`src/rtl/exwb_pipe_reg_pkg.sv`:
```
// Shared opcode map, bubble encoding and stage-4 FSM states for the 8-bit pipeline.
// Imported by the EX/WB register and its writeback forwarding decoder.
package exwb_pipe_reg_pkg;

    localparam logic [3:0] OP_LOAD  = 4'b0000;
    localparam logic [3:0] OP_STOP  = 4'b0001;
    localparam logic [3:0] OP_STORE = 4'b0010;
    localparam logic [3:0] OP_ADD   = 4'b0100;
    localparam logic [3:0] OP_BZ    = 4'b0101;
    localparam logic [3:0] OP_SUB   = 4'b0110;
    localparam logic [3:0] OP_NAND  = 4'b1000;
    localparam logic [3:0] OP_BNZ   = 4'b1001;
    localparam logic [3:0] OP_NOP   = 4'b1010;
    localparam logic [3:0] OP_BPZ   = 4'b1101;

    // ORI and Shift ignore opcode bit 3, so they are matched on the low three bits.
    localparam logic [2:0] OP_ORI_MASK   = 3'b111;
    localparam logic [2:0] OP_SHIFT_MASK = 3'b011;

    localparam logic [7:0] NOP_INSTR = 8'h0A;

    typedef enum logic {
        ST_RUN  = 1'b0,
        ST_HALT = 1'b1
    } state_t;

endpackage

```
`src/rtl/exwb_pipe_reg_fwd_decode.sv`:
```
// Writeback decode: destination register and forwardability of the stage-4 instruction.
// Purely combinational, zero latency; no flow control.
// Backpressure: none, follows its inputs every cycle.
module wb_fwd_decode
    import exwb_pipe_reg_pkg::*;
#(
    parameter int INSTR_W = 8
) (
    input  logic [INSTR_W-1:0] wb_instr,
    input  logic               wb_valid,
    output logic [1:0]         wb_dest,
    output logic               fwd_valid
);

    logic [3:0] opcode;
    logic       writes_reg;

    assign opcode = wb_instr[3:0];

    always_comb begin
        wb_dest    = wb_instr[7:6];
        writes_reg = 1'b0;
        // ORI always targets r1 regardless of its Ra field.
        if (opcode[2:0] == OP_ORI_MASK) begin
            wb_dest = 2'd1;
        end
        case (opcode)
            OP_LOAD, OP_ADD, OP_SUB, OP_NAND: writes_reg = 1'b1;
            default: writes_reg = (opcode[2:0] == OP_ORI_MASK) ||
                                  (opcode[2:0] == OP_SHIFT_MASK);
        endcase
        fwd_valid = wb_valid & writes_reg;
    end

endmodule

```
`src/rtl/exwb_pipe_reg.sv`:
```
// Stage-3 to stage-4 register: selects writeback data, inserts bubbles, latches halt on Stop.
// Latency 1 cycle; stall holds, flush (beats stall) inserts a NOP; frozen once halted.
// Optional retire counter when EXWB_RETIRE_CNT_EN is defined.
module exwb_pipe_reg
    import exwb_pipe_reg_pkg::*;
#(
    parameter int DATA_W  = 8,
    parameter int INSTR_W = 8
) (
    input  logic               clock,
    input  logic               reset,
    input  logic [INSTR_W-1:0] ex_instr,
    input  logic               ex_valid,
    input  logic [DATA_W-1:0]  ex_alu,
    input  logic [DATA_W-1:0]  ex_mem,
    input  logic               stall,
    input  logic               flush,
    output logic [INSTR_W-1:0] wb_instr,
    output logic               wb_valid,
    output logic [DATA_W-1:0]  wb_data,
    output logic [1:0]         wb_dest,
    output logic               fwd_valid,
    output logic               halted
`ifdef EXWB_RETIRE_CNT_EN
    ,
    output logic [15:0]        retire_cnt
`endif
);

    state_t state;
    logic   stop_at_wb;

    assign stop_at_wb = wb_valid && (wb_instr[3:0] == OP_STOP);

    always_ff @(posedge clock or posedge reset) begin
        if (reset) begin
            state    <= ST_RUN;
            wb_instr <= NOP_INSTR;
            wb_valid <= 1'b0;
            wb_data  <= '0;
            halted   <= 1'b0;
        end else if (state == ST_RUN) begin
            // Stop freezes the register on the same edge so it stays visible at stage 4.
            if (stop_at_wb) begin
                state  <= ST_HALT;
                halted <= 1'b1;
            end else if (flush || (!stall && !ex_valid)) begin
                wb_instr <= NOP_INSTR;
                wb_valid <= 1'b0;
                wb_data  <= '0;
            end else if (!stall) begin
                wb_instr <= ex_instr;
                wb_valid <= 1'b1;
                wb_data  <= (ex_instr[3:0] == OP_LOAD) ? ex_mem : ex_alu;
            end
        end
    end

`ifdef EXWB_RETIRE_CNT_EN
    always_ff @(posedge clock or posedge reset) begin
        if (reset) begin
            retire_cnt <= '0;
        end else if (state == ST_RUN && wb_valid) begin
            retire_cnt <= retire_cnt + 16'd1;
        end
    end
`endif

    wb_fwd_decode #(
        .INSTR_W (INSTR_W)
    ) u_wb_fwd_decode (
        .wb_instr  (wb_instr),
        .wb_valid  (wb_valid),
        .wb_dest   (wb_dest),
        .fwd_valid (fwd_valid)
    );

endmodule

```
`config.mk`:
```
export PLATFORM = sky130hd
export DESIGN_NAME = exwb_pipe_reg
export DESIGN_NICKNAME = d
export VERILOG_FILES = /design/src/rtl/exwb_pipe_reg_pkg.sv /design/src/rtl/exwb_pipe_reg_fwd_decode.sv /design/src/rtl/exwb_pipe_reg.sv
export SDC_FILE = /design/constraint.sdc
export NUM_CORES = 1
export LEC_CHECK = 0
export CAP_MARGIN = 30
export CORE_MARGIN = 4
export CORE_UTILIZATION = 54
export DETAILED_ROUTE_END_ITERATION = 8
export DONT_BUFFER_PORTS = 1
export PLACE_DENSITY = 0.72
export SYNTH_ARGS = -nofsm -noshare
export SYNTH_HDL_FRONTEND = slang
export SYNTH_SLANG_ARGS = --single-unit
```
`constraint.sdc`:
```
create_clock -name clock -period 1.5 [get_ports clock]
set_input_delay 0.45 -clock clock [delete_from_list [all_inputs] [get_ports clock]]
set_output_delay 0.45 -clock clock [all_outputs]
set_load 0.1 [all_outputs]
```
==> metrics.yaml <==
clockBufferDepth: 2
ys_ff_latch: 19
via_per_inst: 5.730
total_leakage_power_nw: 0.6487
place_ws_ps: -133.5
slew_headroom_pct: 68.27
clock-sinks: 19
start_util_pct: 56.81
synth_edf_count: 0
placed_cells: 147
post_route_cells_drive_above_1_share_pct: 52.99
vias: 911
die_y_um: 50.62
ys_types: 26
place.gp.congestion: 0.7481
postRouteAntennaNets: 0
cts_made_buffers: 3
overflow: 0
synthMostInstantiatedCell: "nand2_1"
drtIter0Drc: 37
cts_root_buf: "clkbuf_4"
fin_nets: 164
violations: "negative setup slack"
ys_async_sr_fraction_pct: 100.0
critPathRequiredTime_ps: 1050
instances_no_fill: 159
min_period_ps: 2006
wl_per_cell_um: 17.92
critPathArrivalTime_ps: 1560
syn_inst: 101
synth_ff_type: "dfrtp_1"
path_clk_slew_ps: 110
gr-usage-all-layers_pct: 23.79
synth_nets: 130
yosysSeqAreaShare_pct: 48.72
antenna_found_initial: 0
min_path_type: "primary input to asynchronous set/reset pin"
ys_warn_count: 0
p_total_w: 0.002219
max_stage_delay_ps: 490
fin_skew_ps: 9.800
critPathKind: "register to primary output"
outcome: "finished with violations"
crit_chain: "and2b_1 -> a211oi_2 -> a21oi_2 -> nor2b_4 -> buf_12"
min_period_over_period_pct: 133.7
syn_area_per_cell_um2: 9.712
core_area_um2: 1727
start_kind: "register"
worst_slew_pin_slew_ps: 475.4
die_w_um: 50.62
cts_max_level: 1
grt_max_degree: 17
insertion_delay_ps: 290
rows: 15
drc_errors: 0
finalWirelength_um: 2849
pin_count: 50
area_delta_synth_final_pct: 47.83
antenna_cells: 0
synth_area_um2: 980.9
r2r_start: "wb_instr[2]"
cts_tree: "done"
slew_violations: 0
setup_violations: 25
crit_slowest_cell: "dfstp_4"
die_area_um2: 2562
end_kind: "primary output"
grt_pass1_vias: 973
worst_hold_slack_ps: 42.78
grt_pass1_wl_um: 4485
startpoint: "wb_instr[1]"
power_density_nw_per_um2: 1530
synthTopCellsByArea: "dfrtp_1, nand2_1, o21ai_0, mux2_2, dfstp_2"
firstDrtPassIters: 4
synth_area_leader_cell: "dfrtp_1"
synth_top_area_share_pct: 43.37
ir_drop_uv: 1052
dp_hpwl_um: 1833
rsz0062_at_grt: "yes"
critPathMaxFanout: 3
place.port_buffers: 0
hold_viol_final: 0
setup_slack_ps: -505.5
fmax_mhz: 498.6
synthTopCellsByCount: "nand2_1, dfrtp_1, o21ai_0, nand3_1, mux2_2"
max_cap_violations: 0
## through the flow
step / setup TNS (ps) / cell area (um2) / util, %
2_1_floorplan: -5156 / 1026 / -
3_3_place_gp: -1381 / 1234 / 71.45
3_5_place_dp: -1730 / 1234 / 71.45
4_1_cts: -4994 / 1406 / 81.45
5_1_grt: -7694 / 1450 / 83.99
6_report: -6189 / 1450 / 83.99
## worst max-delay path: cells and delay by family, from the launching register on
| family | cells | cell delay (ps) |
|---|---|---|
| buffers and inverters | 1 | 190 |
| DFF | 1 | 490 |
| and+or+nand+nor | 2 | 330 |
| AOI/OAI and AO/OA | 2 | 260 |
## cell families after synthesis
family	count (synthesis)	share of synthesized area [%]
compound gates	22	12.76
flops	19	48.72
buf+inv	8	5.993
mux	8	9.949
simple gates	44	22.58
## routing by layer
metal	GRT usage (%)	vias up	part of all wire [%]
met4	10.31	0	3.7
li1	-	413	-
met1	27.53	437	36
met2	42.39	49	53
met3	4.451	12	7.1
met5	0	-	0
## sequential cells by signal, summed over array words and instances (netlist names)
| signal | cells |
|---|---|
| halted | 1 |
| state | 1 |
| wb_data | 8 |
| wb_instr | 8 |
| wb_valid | 1 |
## layout make-up
class / instances / area, um2
flip-flops and latches: 19 / 496.7
multi-input cells: 74 / 513.0
inverters: 2 / 7.507
clock buffers: 4 / 26.28
well taps: 25 / 31.28
fillers: 94 / 276.5
repair buffers: 35 / 375.4
## layout by cell type (no fill, tap or decap), types with 2 or more instances in the layout
cell type  instances
mux2_2             6
buf_6             10
dfrtp_2            3
nand3_1            8
nand2_1           21
clkbuf_4           3
inv_1              2
o21ai_0            6
buf_12             6
buf_4             19
nor2_1             2
o21ai_1            6
dfrtp_4            2
o21ai_2            5
dfstp_4            2
dfrtp_1           12
mux2_4             2
nand2_2            4
## worst paths after layout
check                      slack [ps]  cells after the start           to
setup / recovery                 -510                      5    fwd_valid
hold / removal                     40                      1  wb_instr[2]
setup reg to reg                 -330                      5   wb_data[2]
hold reg to reg                   510                      1       halted
max in group asynchronous         950                      2       halted
min in group clock                280                      2  wb_instr[7]
## power by group
| part | internal, W | switching (W) |
|---|---|---|
| Combinational | 0.000413 | 0.000886 |
| Clock | 0.000103 | 0.000152 |
| Sequential | 0.000614 | 0.0000508 |
| Total | 0.00113 | 0.00109 |
## timing repair
| action | 4_1_cts | 5_1_grt |
|---|---|---|
| pin swaps | 3 | 1 |
| gates cloned | 2 | 0 |
| hold buffers | 0 | 0 |
| gates resized for setup | 36 | 8 |
| setup endpoints to repair | 22 | 25 |
| buffers inserted | 5 | 1 |
Power figures use the tool's default switching activity.
